===== src/rtl/dec_scan_ctrl.sv =====
// 3-to-8 decoder scan sequencer: drives each enabled line for dwell+1 cycles with a 1-cycle blank between lines.
// All outputs registered; start-to-enable latency 1 cycle; stop aborts a scan and wins over start.
module dec_scan_ctrl (
  input  logic       clk,
  input  logic       rst_n,
  input  logic       start,
  input  logic       stop,
  input  logic       single,
  input  logic [7:0] dwell,
  input  logic [7:0] mask,
  output logic       a,
  output logic       b,
  output logic       c,
  output logic       in,
  output logic       busy,
  output logic       done
);

  typedef enum logic [1:0] {IDLE, DRIVE, BLANK} state_t;

  state_t     state, state_nxt;
  logic [7:0] mask_q, mask_nxt;
  logic [7:0] dwell_q, dwell_nxt;
  logic [7:0] cnt, cnt_nxt;
  logic       single_q, single_nxt;
  logic [2:0] line, line_nxt;
  logic       in_nxt, busy_nxt, done_nxt;
  logic [2:0] first_set, above_set;
  logic       has_above;

  function automatic logic [2:0] lowest(input logic [7:0] m);
    lowest = 3'd0;
    for (int i = 7; i >= 0; i--) begin
      if (m[i]) lowest = 3'(i);
    end
  endfunction

  // Lowest enabled line strictly above the current one; wrap target is the lowest overall.
  always_comb begin
    first_set = lowest(mask_q);
    above_set = 3'd0;
    has_above = 1'b0;
    for (int i = 7; i >= 0; i--) begin
      if (mask_q[i] && (i > int'(line))) begin
        above_set = 3'(i);
        has_above = 1'b1;
      end
    end
  end

  always_ff @(posedge clk or negedge rst_n) begin
    if (!rst_n) begin
      state    <= IDLE;
      mask_q   <= 8'd0;
      dwell_q  <= 8'd0;
      single_q <= 1'b0;
      cnt      <= 8'd0;
      line     <= 3'd0;
      in       <= 1'b0;
      busy     <= 1'b0;
      done     <= 1'b0;
    end else begin
      state    <= state_nxt;
      mask_q   <= mask_nxt;
      dwell_q  <= dwell_nxt;
      single_q <= single_nxt;
      cnt      <= cnt_nxt;
      line     <= line_nxt;
      in       <= in_nxt;
      busy     <= busy_nxt;
      done     <= done_nxt;
    end
  end

  always_comb begin
    state_nxt  = state;
    mask_nxt   = mask_q;
    dwell_nxt  = dwell_q;
    single_nxt = single_q;
    cnt_nxt    = cnt;
    line_nxt   = line;
    case (state)
      IDLE: begin
        if (start && !stop && (mask != 8'd0)) begin
          state_nxt  = DRIVE;
          mask_nxt   = mask;
          dwell_nxt  = dwell;
          single_nxt = single;
          cnt_nxt    = dwell;
          line_nxt   = lowest(mask);
        end
      end
      DRIVE: begin
        if (stop) begin
          state_nxt = IDLE;
          line_nxt  = 3'd0;
          cnt_nxt   = 8'd0;
        end else if (cnt == 8'd0) begin
          state_nxt = BLANK;
        end else begin
          cnt_nxt = cnt - 8'd1;
        end
      end
      BLANK: begin
        if (stop || (single_q && !has_above)) begin
          state_nxt = IDLE;
          line_nxt  = 3'd0;
          cnt_nxt   = 8'd0;
        end else begin
          state_nxt = DRIVE;
          cnt_nxt   = dwell_q;
          line_nxt  = has_above ? above_set : first_set;
        end
      end
      default: begin
        state_nxt = IDLE;
        line_nxt  = 3'd0;
        cnt_nxt   = 8'd0;
      end
    endcase
  end

  // Output values are computed one cycle early so the ports come straight from flops.
  always_comb begin
    in_nxt   = (state_nxt == DRIVE);
    busy_nxt = (state_nxt != IDLE);
    done_nxt = ((state != IDLE) && (state_nxt == IDLE)) ||
               ((state == IDLE) && start && !stop && (mask == 8'd0));
  end

  assign a = line[2];
  assign b = line[1];
  assign c = line[0];

endmodule


===== config.mk =====
export PLATFORM = sky130hd
export DESIGN_NAME = dec_scan_ctrl
export DESIGN_NICKNAME = d
export VERILOG_FILES = /design/src/rtl/dec_scan_ctrl.sv
export SDC_FILE = /design/constraint.sdc
export NUM_CORES = 1
export LEC_CHECK = 0
export CAP_MARGIN = 10
export CORE_ASPECT_RATIO = 1.2
export CORE_MARGIN = 1
export CORE_UTILIZATION = 45
export DETAILED_ROUTE_END_ITERATION = 10
export GPL_TIMING_DRIVEN = 0
export PLACE_DENSITY_LB_ADDON = 0.3
export SLEW_MARGIN = 20
export SYNTH_ARGS = -nofsm -noshare
export SYNTH_HDL_FRONTEND = slang
export SYNTH_SLANG_ARGS = --single-unit

===== constraint.sdc =====
create_clock -name clk -period 3.5 [get_ports clk]
set_clock_uncertainty 0.15 [all_clocks]
set_input_delay 0.875 -clock clk [delete_from_list [all_inputs] [get_ports clk]]
set_output_delay 0.875 -clock clk [all_outputs]
set_load 0.005 [all_outputs]

==> out/metrics.cfg, run 1 <==
[sta]
slew_viol_final=0
relSlewSlack_pct=52.9
fmax_mhz=324
timing.final.crit_share_pct=88.1
tightest_slew_ns=0.700
rsz0062_at_grt=false
final_hold_viol_count=0
period_minus_slack_ns=3.08
setup_violations=0
fin_setup_tns_ns=0

[cts]
root_buffer=clkbuf_8
cts_max_path_buffers=2
clk_pin_slew_ns=0.06
clock-sinks=33
cts_tree=done
postCtsSetupRepairBufs=0
clk_latency_ns=0.28
h-tree-depth=2
numCtsBuffers=5
cts_hold_buf=0
post_cts_resized=0

[finish]
n_fill_cell=366
multiInputGateArea_um2=1030
diodes=0
drive_above_1_share_pct=16.8
fin_nets=254
register_area_um2=826
area_delta_synth_final_pct=22.1

[setup_path]
cp.arrival_ns=3.10
reg2reg_from=cnt[0]
critPathLaunchType=input port
end_kind=register
worstPathRequired_ns=3.52
crit_start=mask[4]
critical_path_class=input port to register
crit_fanout=10

[route]
ant_nets=0
drt-total-wl_um=4450
dr.pass1.iters=4
wire_per_inst_um=15.6
first_iter_violations=140
drc=0
dr_total_vias=1663
avgViaCountPerCell=5.81

[synth]
yosysSeqAreaShare_pct=42.7
synthFlopType=dfrtp_1
syn_inst=199
synth_top_area_cell=dfrtp_1
synth_nets=221
yosysTopAreaCellShare_pct=42.7
synthesis.area_um2=1930
synth-edff-count=0
synth_seq_cells=33
ys_top_cells_by_area=dfrtp_1 43%, mux2_2 9.3%, nor2_1 3.3%
synth-adder-area-share_pct=0.647
synth_top_family_by_area=compound AO/OA/AOI/OAI gates
synth_mux_area_share_pct=9.31
yosys.area_share.simple_pct=18.6
synth-warning-count=0
synth_cell_types=50
ys_async_sr_fraction_pct=100
synth.avg_cell_area_um2=9.72
synth_xor_area_share_pct=2.26
synth_compound_area_share_pct=22.7

[pwr]
total_power_w=0.00127
power.leakage_nw=0.975
ir_drop_v=0.000243
cellPowerDensity_nw_per_um2=537

[global_routing]
grt_pass1_vias=1624
grt_pass1_wl_um=7460
antenna_found_initial=0
grt.overflow.total=0
grtUsageTotal_pct=22.6
grt_max_degree=25

[place]
dp_hpwl_um=3280
place.gp.congestion=0.864
port_buffers=25

[floorplanning]
start_util_pct=47.9
rows=25
die-area_um2=4570
core_area_um2=4040
ios=27
die_width_um=61.9
dieHeight_um=73.8

[flow_run]
drv_cap=0

[status]
status=finished, final reports clean

[hold_path]
hp-class=input port to async pin

==> logic make-up after synthesis <==
| kind of cell | Yosys count |
|---|---|
| adder cells (fa/ha/maj) | 1 |
| multiplexers | 16 |
| XOR/XNOR | 5 |
| AND/OR/NAND/NOR | 66 |
| AO/OA/AOI/OAI | 60 |
| buffers and inverters | 18 |
| flip-flops | 33 |
==> power breakdown <==
group          internal (W)  switching (W)
clock              0.000156       0.000130
combinational      0.000219       0.000189
sequential         0.000472       0.000103
==> registers in the layout, summed over array words and instances (netlist names), 2 cells and up <==
name,flops
state,2
dwell_q,8
line,3
cnt,8
mask_q,8
==> cell type report <==
type / instances / share of cell area, %
tap: 54 / 2.86
multi-input combinational: 148 / 43.8
inverter: 10 / 1.59
sequential: 33 / 35.0
timing repair buffer: 26 / 11.6
buffer: 8 / 1.54
clock buffer: 7 / 3.66
==> cells in the mapped netlist, types with 2 or more instances <==
master and n:
inv_1 10, clkbuf_1 3, nand2_1 10, o2bb2ai_1 2, a21oi_1 10, a221o_1 6
xnor2_1 3, a211o_2 2, nor3_1 11, o21ai_0 12, nor4_1 3, and2_1 2
xor2_1 2, o211ai_1 2, a22oi_1 5, buf_2 5, a21o_1 2, dfrtp_1 33
o311ai_0 2, a211oi_1 2, o21bai_1 2, nand4_1 3, or3_1 3, nor2b_1 5
mux2_2 16, nand2b_1 3, nor2_1 17
==> through the flow <==
step                      instances  hold slack, ns  cell area (um2)  setup WS [ns]  utilization (%)
final                           286           0.316             2360          0.417             58.5
after global routing            286           0.326             2360          0.269             58.5
after CTS                       286           0.319             2360          0.389             58.5
after detailed placement        279           0.328             2270         0.0838             56.4
after global placement          278           0.323             2250          0.108             55.8
after floorplan                 199           0.302             1930          0.992                -
==> per-layer routing <==
layer / vias up / track usage, % / wire, um
li1: 816 / - / -
met1: 804 / 28.1 / 1990
met2: 36 / 37.3 / 2240
met3: 7 / 4.23 / 135
met4: 0 / 10.4 / 87
met5: - / 0 / 0
==> worst max-delay path: stages <==
cell             delay [ns]
clkdlybuf4s50_1        0.46
nor4_1                 0.66
a21oi_1                0.20
o21ai_0                0.26
buf_2                  0.26
nor3_1                 0.08
a221o_2                0.30
==> layout by cell type, fill, tap and decap left out, types with 4 or more instances in the layout <==
cell type	synthesis	routed
o21ai_0	12	12
a22oi_1	5	5
clkdlybuf4s50_1	0	24
a221o_1	6	6
inv_1	10	10
clkbuf_1	3	4
buf_2	5	6
nor2b_1	5	5
dfrtp_1	33	33
mux2_2	16	16
a21oi_1	10	10
nor2_1	17	17
clkbuf_8	0	6
nand2_1	10	10
nor3_1	11	11
==> path summary, 6_finish.rpt <==
path	endpoint	slack [ns]	cells after the start
max	cnt[3]	0.42	7
min	dwell_q[3]	0.32	1
max reg2reg	cnt[6]	1.06	7
min reg2reg	cnt[5]	0.33	1
max in group asynchronous	mask_q[4]	2.48	2
min in group clk	cnt[5]	0.33	1
No activity file was read; power rests on OpenSTA's default activity.
==> inputs of run 2 (changes only) <==
TNS_END_PERCENT = 50   (was default)
==> results of run 2 <==
Final layout, timing and power as in run 1 (identical DEF).
==> RTL change 1, RTL diff (config.mk and constraints of run 2) <==
Encoding of `state_t`: now one-hot (3 bits for 3 states).
--- a/src/rtl/dec_scan_ctrl.sv
+++ b/src/rtl/dec_scan_ctrl.sv
@@ -17,5 +17,5 @@
 );
 
-  typedef enum logic [1:0] {IDLE, DRIVE, BLANK} state_t;
+  typedef enum logic [2:0] {IDLE = 3'b001, DRIVE = 3'b010, BLANK = 3'b100} state_t;
 
   state_t     state, state_nxt;
Behaviour: no difference found for any inputs over 10 cycles, from zero or initial values and one cycle with rst_n low; not proved beyond that.
==> RTL change 1 against run 2 <==
Sequential cell count increased by 1. Cell area about the same. Routed wire length decreased by 3.5%. Register-to-register slack improved by 0.08 ns. Power decreased by 8.5%. Area after synthesis decreased by 0.84%. Synthesized cell count decreased by 1.0%. Worst setup slack got worse by 0.22 ns.
==> RTL change 1: results <==
set metrics [dict create \
    status "complete, no violations" \
    drive_gt1_frac 0.07759 \
    nets 253 \
    drt-initial-drc-count 150 \
    htreeDepth 2 \
    top_regs "cnt: 8 flops, dwell_q: 8 flops, mask_q: 8 flops" \
    cp.arrival_ns 3.32 \
    antenna_cells 0 \
    ir_worst_vdd_mv 0.3014 \
    clockBufferDepth 2 \
    cts_resized 0 \
    worstHoldPathType "primary input to async pin" \
    async_flop_share 1.000 \
    drt_wl_total_mm 4.295 \
    max_slew.worst_pin.slew_ns 0.6989 \
    grt_max_degree 25 \
    switchingPower_w 0.0003718 \
    place_congestion 0.9045 \
    synth_common_cells "33 x dfrtp_1, 19 x nor2_1, 12 x mux2_1, 12 x nand2_1, 11 x inv_1" \
    cts_root_buffer "clkbuf_8" \
    post_cts_buffers 0 \
    pre_cts_slack_ns -0.09223 \
    yosysUniqueCellTypes 50 \
    dpl_cell_area_mm2 0.002268 \
    synthTopCellsByArea "dfrtp_1 43%, mux2_1 7.0%, nor2_1 3.7%" \
    synth_seq_area_share 0.4442 \
    port_buffers 26 \
    grt_pass1_wl_mm 7.624 \
    cts_made_buffers 5 \
    grt_pass1_vias 1661 \
    firstDrtPassIters 4 \
    vias 1649 \
    synth_nets 219 \
    cp_max_fo 10 \
    grt_usage 0.2322 \
    synth.yosys.warnings 0 \
    p_leak_nw 1.003 \
    worstSkewPairLatency_ns 0.29 \
    clk_pin_slew_ns 0.06 \
    place_hpwl_mm 3.194 \
    antenna_found_initial 0 \
]
## RTL change 1: cell count changes after synthesis, moves of 4 or more
cell and change:
o21ai_0 -7, mux2_1 +12, o21ai_1 +6, o221ai_1 +4, mux2_2 -16
## RTL change 1: layout make-up
cell class                 instances  area [um^2]
buffer                             7        28.78
inverter                          11        41.29
clock inverter                     1        5.005
clock buffer                       7        86.33
multi-input combinational        145        996.0
fill                             384         1644
tap                               54        67.56
sequential                        34        852.1
timing repair buffer              27        282.8
## RTL change 1: path summary, 6_finish.rpt
check | from | to | slack [ns] | depth (start not counted)
max | mask[5] | mask_q[1]$_DFFE_PN0P_ | 0.20 | 7
min | rst_n | line[1]$_DFFE_PN0P_ | 0.33 | 1
max reg2reg | state[0]$_DFF_PN1_ | mask_q[1]$_DFFE_PN0P_ | 1.14 | 6
min reg2reg | dwell_q[2]$_DFFE_PN0P_ | dwell_q[2]$_DFFE_PN0P_ | 0.33 | 1
max in group asynchronous | rst_n | state[0]$_DFF_PN1_ | 2.39 | 2
min in group clk | dwell_q[2]$_DFFE_PN0P_ | dwell_q[2]$_DFFE_PN0P_ | 0.33 | 1
## RTL change 1: cells by family after synthesis
family | after synthesis | share of synthesized area
AND/OR/NAND/NOR | 66 | 0.1820
XOR/XNOR | 7 | 0.03196
flip-flops | 34 | 0.4442
multiplexers | 13 | 0.07567
adder cells (fa/ha/maj) | 1 | 0.006522
buffers and inverters | 18 | 0.03653
AO/OA/AOI/OAI | 58 | 0.2231
## RTL change 1: per-layer routing
| layer | vias up | share of wire | track usage |
|---|---|---|---|
| met5 | - | 0 | 0 |
| met4 | 0 | 0.027 | 0.09383 |
| met3 | 10 | 0.033 | 0.04225 |
| met2 | 29 | 0.51 | 0.3859 |
| met1 | 806 | 0.43 | 0.2927 |
| li1 | 804 | - | - |
## RTL change 1: stage by stage
stage | total power [W] | std cells | hold slack, ns
CTS | 0.001169 | 286 | 0.3257
finish | 0.001160 | 286 | 0.3262
floorplan | 0.0007535 | 197 | 0.3086
global route | 0.001242 | 286 | 0.3387
detailed placement | 0.0008695 | 278 | 0.3257
global placement | 0.0008600 | 277 | 0.3197
## RTL change 1: power by group through the flow
stage	Clock, W	Combinational (W)	Sequential (W)
2_1_floorplan	0	0.000229	0.000525
3_3_place_gp	0	0.000318	0.000542
3_5_place_dp	0	0.000327	0.000543
4_1_cts	0.000304	0.000329	0.000536
5_1_grt	0.000320	0.000370	0.000552
6_report	0.000296	0.000327	0.000537
## RTL change 1: critical path: stages
cell and delay, ns:
clkdlybuf4s50_1 0.48, nor4_1 0.65, a21boi_1 0.34, and2_1 0.24, buf_2 0.17, buf_2 0.23
mux2_1 0.34
==> RTL change 2, RTL diff (settings of run 2) <==
Without the edit above. Reset style: synchronous (`rst_n`), changed in one clocked block.
--- a/src/rtl/dec_scan_ctrl.sv
+++ b/src/rtl/dec_scan_ctrl.sv
@@ -49,5 +49,5 @@
   end
 
-  always_ff @(posedge clk or negedge rst_n) begin
+  always_ff @(posedge clk) begin
     if (!rst_n) begin
       state    <= IDLE;
Check against the original RTL: differs if rst_n is asserted again (counterexample within 4 cycles, from zero or initial values and one cycle with rst_n low); with rst_n held inactive, the same outputs for 10 cycles.
==> RTL change 2 against run 2 <==
Sequential cell count unchanged. Combinational power fell by 47%. Cell area decreased by 1.9%. Sequential share of layout area fell by 6.5 points. Power down 25%. Routed wire length increased by 4.7%. Area after synthesis fell by 1.9%. Worst setup slack improved by 0.17 ns. Critical endpoint is now dwell_q[3]$_SDFFE_PN0P_.
==> RTL change 2: results <==
set metrics [dict create \
    yosysUniqueCellTypes 58 \
    p_int_w 0.0006792 \
    multi_input_gates 172 \
    drive_gt1_frac 0.09231 \
    synth_nets 249 \
    ys.flop_type "dfxtp_1" \
    wl_met3_um 142 \
    grt_pass1_vias 1611 \
    reg2reg_from "cnt[2]$_SDFFE_PN0P_" \
    grt_usage 0.2306 \
    met1Wirelength_mm 2.131 \
    status "complete, no violations" \
    place_hpwl_mm 3.389 \
    power.density_mw_per_mm2 410.6 \
    slowest_stage "nor4_2" \
    r2r_cells 5 \
    wl_per_cell_um 14.84 \
    buffer_area_frac 0.1317 \
    finalNonFillerCells 314 \
    fin_crit_sh 0.8325 \
    wl_met2_mm 2.286 \
    rrSetupSlack_ns 1.35 \
    max_slew.worst_pin.slew_ns 0.6895 \
    place_congestion 0.9543 \
    async_flop_share 0 \
    seq_area_frac 0.2851 \
    utilization 0.5788 \
    multi_input_area_mm2 0.001141 \
    synth_seq_area_share 0.3481 \
    p_seq_w 0.000422 \
    drt-initial-drc-count 70 \
    buffers 36 \
    p_leak_nw 0.8608 \
    grt_pass1_wl_mm 7.638 \
    vias 1793 \
    grtUsageMet3 0.05142 \
    crit_end "dwell_q[3]$_SDFFE_PN0P_" \
    whs_ns 0.3332 \
    synth_common_cells "38 x nor2_1, 33 x dfxtp_1, 16 x mux2i_1" \
]
## RTL change 2: cell types whose count changed in the layout (fill, tap and decap cells not counted), moves of 3 or more
cell,run 2,this run
dfrtp_1,33,0
dfxtp_1,0,33
nor2_1,17,38
mux2_2,16,0
mux2i_1,0,16
o21ai_0,12,4
o221ai_1,0,5
a21oi_1,10,14
nand2_1,10,13
nand3_1,0,3
nand4_1,3,0
## RTL change 2: critical path: cells and delay by family
family / cells / cell delay (ns)
buffers and inverters: 3 / 0.93
AOI/OAI and AO/OA: 1 / 0.28
muxes: 1 / 0.18
and+or+nand+nor: 3 / 0.64
## RTL change 2: cells by family (layout without fill, tap and decap cells)
logic type,after synthesis,in the layout,synth area share
AOI/OAI and AO/OA,64,64,0.2650
and+or+nand+nor,86,86,0.2222
xor gates and xnor gates,5,5,0.02308
adders and majority gates,1,1,0.006591
muxes,16,16,0.08438
buffers and inverters,22,55,0.05076
DFF,33,33,0.3481
